===== src/rtl/tsp_pkg.sv =====
// Shared types and constants for the TSP solver path transmitter and its helpers.
package tsp_pkg;

    localparam int N_VERT    = 64;
    localparam int IDX_W     = $clog2(N_VERT);
    localparam int COORD_W   = 8;
    localparam logic [7:0] SYNC_BYTE = 8'hA5;
    localparam int FRAME_LEN = 1 + 3 * N_VERT + 4;

    typedef logic [COORD_W-1:0] coord_t;
    typedef logic [IDX_W-1:0]   idx_t;

    typedef enum logic [2:0] {
        ST_IDLE,
        ST_HEAD,
        ST_BODY,
        ST_LEN_HI,
        ST_LEN_LO,
        ST_STAT,
        ST_CSUM,
        ST_DONE
    } tx_state_e;

    function automatic logic [7:0] idx_byte(input idx_t idx);
        return {{(8 - IDX_W){1'b0}}, idx};
    endfunction

endpackage


===== src/rtl/manhattan_dist.sv =====
// Combinational Manhattan distance between two 8-bit (x,y) points; 9-bit result.
module manhattan_dist (
    input  logic [7:0] x_a_i,
    input  logic [7:0] y_a_i,
    input  logic [7:0] x_b_i,
    input  logic [7:0] y_b_i,
    output logic [8:0] dist_o
);

    logic [7:0] dx;
    logic [7:0] dy;

    assign dx     = (x_a_i >= x_b_i) ? (x_a_i - x_b_i) : (x_b_i - x_a_i);
    assign dy     = (y_a_i >= y_b_i) ? (y_a_i - y_b_i) : (y_b_i - y_a_i);
    assign dist_o = {1'b0, dx} + {1'b0, dy};

endmodule


===== src/rtl/tsp_path_tx.sv =====
// Streams a snapshot of the solver tour as a framed byte stream, while summing the
// closed-tour Manhattan length and checking that the snapshot is a permutation.
module tsp_path_tx
    import tsp_pkg::*;
(
    input  logic                        clk,
    input  logic                        rst,
    input  logic                        start,
    input  logic [COORD_W*N_VERT-1:0]   xs,
    input  logic [COORD_W*N_VERT-1:0]   ys,
    input  logic [IDX_W*N_VERT-1:0]     path,
    output logic [7:0]                  tx_data,
    output logic                        tx_valid,
    input  logic                        tx_ready,
    output logic                        busy,
    output logic                        done,
    output logic                        perm_ok,
    output logic [15:0]                 tour_len,
    output logic [2:0]                  dbg_state
);

    // Handshake: a byte moves when tx_valid && tx_ready at a rising clk edge.
    // tx_data/tx_valid are registers; they only change on a transfer, at start,
    // or on reset, so the offered byte is stable for the whole stall.

    tx_state_e                  state_q;
    logic [IDX_W*N_VERT-1:0]    snap_q;
    logic [N_VERT-1:0]          seen_q;
    logic                       dup_q;
    logic [15:0]                acc_q;
    logic [7:0]                 csum_q;
    idx_t                       k_q;
    logic [1:0]                 f_q;
    logic [7:0]                 tx_data_q;
    logic                       tx_valid_q;
    logic                       busy_q;
    logic                       done_q;
    logic                       perm_ok_q;
    logic [15:0]                tour_len_q;

    logic       xfer;
    idx_t       k_nxt;
    idx_t       cur_idx;
    idx_t       nxt_idx;
    coord_t     cur_x;
    coord_t     cur_y;
    coord_t     nxt_x;
    coord_t     nxt_y;
    logic [8:0] edge_d;
    logic [15:0] acc_d;
    logic [7:0] csum_d;

    assign xfer    = tx_valid_q && tx_ready;
    assign k_nxt   = k_q + 1'b1;
    assign cur_idx = snap_q[IDX_W*k_q +: IDX_W];
    assign nxt_idx = snap_q[IDX_W*k_nxt +: IDX_W];
    assign cur_x   = xs[COORD_W*cur_idx +: COORD_W];
    assign cur_y   = ys[COORD_W*cur_idx +: COORD_W];
    assign nxt_x   = xs[COORD_W*nxt_idx +: COORD_W];
    assign nxt_y   = ys[COORD_W*nxt_idx +: COORD_W];
    assign acc_d   = acc_q + {7'b0, edge_d};
    assign csum_d  = csum_q ^ tx_data_q;

    // k_nxt wraps 63 -> 0, so the last record closes the tour back to p_0.
    manhattan_dist u_dist (
        .x_a_i  (cur_x),
        .y_a_i  (cur_y),
        .x_b_i  (nxt_x),
        .y_b_i  (nxt_y),
        .dist_o (edge_d)
    );

    always_ff @(posedge clk or posedge rst) begin
        if (rst) begin
            state_q    <= ST_IDLE;
            snap_q     <= '0;
            seen_q     <= '0;
            dup_q      <= 1'b0;
            acc_q      <= '0;
            csum_q     <= '0;
            k_q        <= '0;
            f_q        <= '0;
            tx_data_q  <= '0;
            tx_valid_q <= 1'b0;
            busy_q     <= 1'b0;
            done_q     <= 1'b0;
            perm_ok_q  <= 1'b0;
            tour_len_q <= '0;
        end else begin
            done_q <= 1'b0;
            case (state_q)
                ST_IDLE: begin
                    if (start) begin
                        snap_q     <= path;
                        seen_q     <= '0;
                        dup_q      <= 1'b0;
                        acc_q      <= '0;
                        csum_q     <= '0;
                        k_q        <= '0;
                        f_q        <= '0;
                        tour_len_q <= '0;
                        perm_ok_q  <= 1'b0;
                        busy_q     <= 1'b1;
                        tx_valid_q <= 1'b1;
                        tx_data_q  <= SYNC_BYTE;
                        state_q    <= ST_HEAD;
                    end
                end
                ST_HEAD: begin
                    if (xfer) begin
                        csum_q    <= csum_d;
                        tx_data_q <= idx_byte(cur_idx);
                        state_q   <= ST_BODY;
                    end
                end
                ST_BODY: begin
                    if (xfer) begin
                        csum_q <= csum_d;
                        case (f_q)
                            2'd0: begin
                                if (seen_q[cur_idx]) begin
                                    dup_q <= 1'b1;
                                end
                                seen_q[cur_idx] <= 1'b1;
                                f_q             <= 2'd1;
                                tx_data_q       <= cur_x;
                            end
                            2'd1: begin
                                f_q       <= 2'd2;
                                tx_data_q <= cur_y;
                            end
                            default: begin
                                acc_q <= acc_d;
                                f_q   <= 2'd0;
                                k_q   <= k_nxt;
                                if (k_q == idx_t'(N_VERT - 1)) begin
                                    tour_len_q <= acc_d;
                                    tx_data_q  <= acc_d[15:8];
                                    state_q    <= ST_LEN_HI;
                                end else begin
                                    tx_data_q  <= idx_byte(nxt_idx);
                                end
                            end
                        endcase
                    end
                end
                ST_LEN_HI: begin
                    if (xfer) begin
                        csum_q    <= csum_d;
                        tx_data_q <= tour_len_q[7:0];
                        state_q   <= ST_LEN_LO;
                    end
                end
                ST_LEN_LO: begin
                    if (xfer) begin
                        csum_q    <= csum_d;
                        perm_ok_q <= ~dup_q;
                        tx_data_q <= {7'b0, ~dup_q};
                        state_q   <= ST_STAT;
                    end
                end
                ST_STAT: begin
                    // The checksum byte folds in the status byte being sent now.
                    if (xfer) begin
                        csum_q    <= csum_d;
                        tx_data_q <= csum_d;
                        state_q   <= ST_CSUM;
                    end
                end
                ST_CSUM: begin
                    if (xfer) begin
                        tx_valid_q <= 1'b0;
                        tx_data_q  <= '0;
                        busy_q     <= 1'b0;
                        done_q     <= 1'b1;
                        state_q    <= ST_DONE;
                    end
                end
                ST_DONE: begin
                    state_q <= ST_IDLE;
                end
                default: begin
                    state_q <= ST_IDLE;
                end
            endcase
        end
    end

    assign tx_data   = tx_data_q;
    assign tx_valid  = tx_valid_q;
    assign busy      = busy_q;
    assign done      = done_q;
    assign perm_ok   = perm_ok_q;
    assign tour_len  = tour_len_q;
    assign dbg_state = state_q;

endmodule


===== config.mk =====
export PLATFORM = sky130hd
export DESIGN_NAME = tsp_path_tx
export DESIGN_NICKNAME = d
export VERILOG_FILES = /design/src/rtl/tsp_pkg.sv /design/src/rtl/manhattan_dist.sv /design/src/rtl/tsp_path_tx.sv
export SDC_FILE = /design/constraint.sdc
export NUM_CORES = 2
export LEC_CHECK = 0
export ABC_AREA = 1
export CORE_AREA = 2 2 561 563
export DETAILED_ROUTE_END_ITERATION = 12
export DIE_AREA = 0 0 563 565
export SKIP_LAST_GASP = 1
export SLEW_MARGIN = 10
export SYNTH_ARGS = -nofsm -noshare
export SYNTH_HDL_FRONTEND = slang
export SYNTH_SLANG_ARGS = --single-unit

===== constraint.sdc =====
create_clock -name clk -period 16.2 [get_ports clk]
set_input_delay 3.24 -clock clk [delete_from_list [all_inputs] [get_ports clk]]
set_output_delay 3.24 -clock clk [all_outputs]
set_load 0.02 [all_outputs]

==> flow_metrics.py <==
metrics = {
    "synth": {
        "synth_fa_ha_area_frac": 0.0148,
        "synth_edf_count": 0,
        "ys_ff_latch": 511,
        "avgSynthCellArea_um2": 5.81,
        "synthDistinctLibCells": 51,
        "synth_cells": 8673,
        "syn_nets": 10137,
        "async_flop_share": 1.00,
        "synth-simple-area-share": 0.425,
        "syn_area_um2": 50400,
        "synth-compound-area-share": 0.177,
        "synth_xor_area_frac": 0.00533,
        "synth_top_family_by_area": "simple AND/OR/NAND/NOR gates",
        "ys.flop_type": "dfrtp_1",
        "synth.mux.area_fraction": 0.000992,
        "ys.warnings.count": 0,
        "ys_seq_area_frac": 0.254,
    },
    "cells_and_area": {
        "layout_commonest_cell": "nand2_1",
        "nets": 11047,
        "final_util": 0.225,
        "mostFrequentLayoutCells": "nand2_1, clkdlybuf4s50_1, nand3_1",
        "drive_gt1_frac": 0.0308,
        "area_delta_synth_final_pct": 38.8,
    },
    "timing": {
        "tns_ns": 0,
        "worst_pin_slew_ns": 1.25,
        "fin_skew_ns": 0.0624,
        "hold_viol": 0,
        "slew_viol_final": 0,
        "finalCritPeriodShare": 0.735,
        "max_freq_ghz": 0.0840,
        "setup_viol": 0,
        "fin_ws_ns": 4.30,
        "slew_headroom": 0.169,
        "rsz0062_at_grt": "no",
        "min_period_ns": 11.90,
    },
    "floorplanning": {
        "core_um2": 311000,
        "die_x_um": 563,
        "die-area_um2": 318000,
        "row_count": 205,
        "start_util": 0.162,
        "fp.dieH_um": 565,
        "pin_count": 1443,
    },
    "setup_path": {
        "cpMostUsedCell": "nand2_1",
        "rr_startpoint": "k_q[0]",
        "startpoint": "k_q[0]",
        "path_class": "flip-flop to flip-flop",
        "start_kind": "flip-flop",
        "worstSetupEndpointType": "flip-flop",
        "required_ns": 16.82,
        "slowest_stage": "dfrtp_4",
        "cp.arrival_ns": 12.52,
        "path_max_fanout": 197,
        "slowest_delay_ns": 0.90,
    },
    "grt": {
        "grt_pass1_wl_um": 483000,
        "grt-ovfl-total": 0,
        "track_usage": 0.212,
        "grt_max_degree": 206,
        "grt_pass1_vias": 60833,
        "antenna_found_initial": 156,
    },
    "route": {
        "drt-total-wl_um": 357000,
        "first_iter_violations": 8342,
        "vias_per_cell": 4.77,
        "drt_pass1_iterations": 6,
        "num_vias": 66349,
        "drcViolationCount": 0,
        "final_antenna_net_count": 0,
        "routedWlPerCell_um": 25.6,
    },
    "placement": {
        "gp_congestion": 0.939,
        "io_buffers": 1442,
        "pre_cts_slack_ns": 4.29,
        "post-dp-hpwl_um": 271000,
    },
    "clock_network": {
        "cts_tree": "done",
        "worstSkewPairLatency_ns": 0.73,
        "hold_buffers": 0,
        "clock_path_buffers": 3,
        "path_clk_slew_ns": 0.07,
        "cts_resized": 0,
        "clock_sinks": 511,
        "clockRootBuffer": "clkbuf_16",
        "cts_setup_buffers": 0,
        "cts_made_buffers": 59,
        "htree_levels": 2,
    },
    "status": {
        "outcome": "finished clean",
    },
    "worst_hold_path": {
        "worstHoldStart": "seen_q[53]",
        "hold_path_class": "flip-flop to flip-flop",
    },
    "job": {
        "maxCapViolCount": 0,
    },
}
logic make-up (layout without fill, tap and decap cells):
| logic type | count (synthesis) | count (layout) |
|---|---|---|
| simple gates | 5142 | 5142 |
| compound gates | 1552 | 1552 |
| buf+inv | 1382 | 2341 |
| flops | 511 | 511 |
| fa+ha+maj | 52 | 52 |
| xor+xnor | 29 | 29 |
| mux | 5 | 5 |
| other cells | 0 | 144 |
flip-flops by register name, summed over array words and instances, names as in the netlist:
| name | flops |
|---|---|
| dup_q | 1 |
| csum_q | 8 |
| seen_q | 64 |
| done | 1 |
| perm_ok | 1 |
| dbg_state | 3 |
| tour_len | 16 |
| busy | 1 |
| acc_q | 16 |
| f_q | 2 |
| tx_data | 8 |
| k_q | 6 |
| snap_q | 384 |
final timing paths:
kind	slack, ns	cells after the start	endpoint
worst max-delay path	4.30	50	tx_data[3]
worst min-delay path	0.49	2	seen_q[53]
worst max register to register	4.30	50	tx_data[3]
worst min register to register	0.49	2	seen_q[53]
max in group asynchronous	10.26	5	snap_q[220]
min in group asynchronous	2.98	2	snap_q[378]
synth_stat cells (13+ instances only):
| cell | count | share of area |
|---|---|---|
| a211oi_1 | 25 | 0.0037 |
| a21oi_1 | 405 | 0.040 |
| buf_1 | 32 | 0.0024 |
| buf_2 | 329 | 0.033 |
| buf_4 | 93 | 0.014 |
| buf_6 | 38 | 0.0085 |
| clkbuf_1 | 199 | 0.015 |
| dfrtp_1 | 511 | 0.25 |
| fa_1 | 13 | 0.0052 |
| ha_1 | 39 | 0.0097 |
| inv_1 | 655 | 0.049 |
| inv_2 | 30 | 0.0022 |
| nand2_1 | 3455 | 0.26 |
| nand3_1 | 1441 | 0.14 |
| nand3b_1 | 17 | 0.0025 |
| nand4_1 | 20 | 0.0025 |
| nor2_1 | 152 | 0.011 |
| o211ai_1 | 343 | 0.051 |
| o21ai_0 | 621 | 0.062 |
| o21ai_1 | 81 | 0.0080 |
| o311ai_0 | 18 | 0.0031 |
| o311ai_1 | 14 | 0.0024 |
| or2_2 | 16 | 0.0020 |
| xor2_1 | 17 | 0.0030 |
cell type report:
class	count	area, um^2
diodes	144	360
clock buffers	79	1680
clock inverters	31	399
fillers	35572	241000
inverters	690	2650
multi-input cells	6780	31600
flip-flops and latches	511	12800
well taps	4140	5180
repair buffers	1541	15400
worst max-delay path, delay by kind of cell (launching register included):
family          cells  cell delay [ns]
simple gates       32             4.41
compound gates      5             1.43
flops               1             0.90
buf+inv             8             2.88
xor+xnor            2             0.37
fa+ha+maj           3             1.20
metal layers:
layer | global-route usage | part of all wire | vias up | wire [um]
met3 | 0.0488 | 0.091 | 796 | 32400
met5 | 0 | 0.00087 | - | 312
li1 | - | - | 30419 | -
met4 | 0.138 | 0.069 | 48 | 24500
met1 | 0.247 | 0.37 | 31155 | 133000
met2 | 0.351 | 0.47 | 3931 | 167000
metrics by stage:
step | hold WS, ns | cells | cell area, um^2
detailed placement | 0.479 | 13662 | 67600
global placement | 0.465 | 13662 | 67600
finish | 0.490 | 13916 | 70000
floorplan | 0.452 | 8673 | 50400
global route | 0.510 | 13878 | 69900
CTS | 0.494 | 13772 | 69600
Power is left out: the tool's default activity adds up to more than one toggle a clock period on the data nets, which glitch-free logic cannot reach.
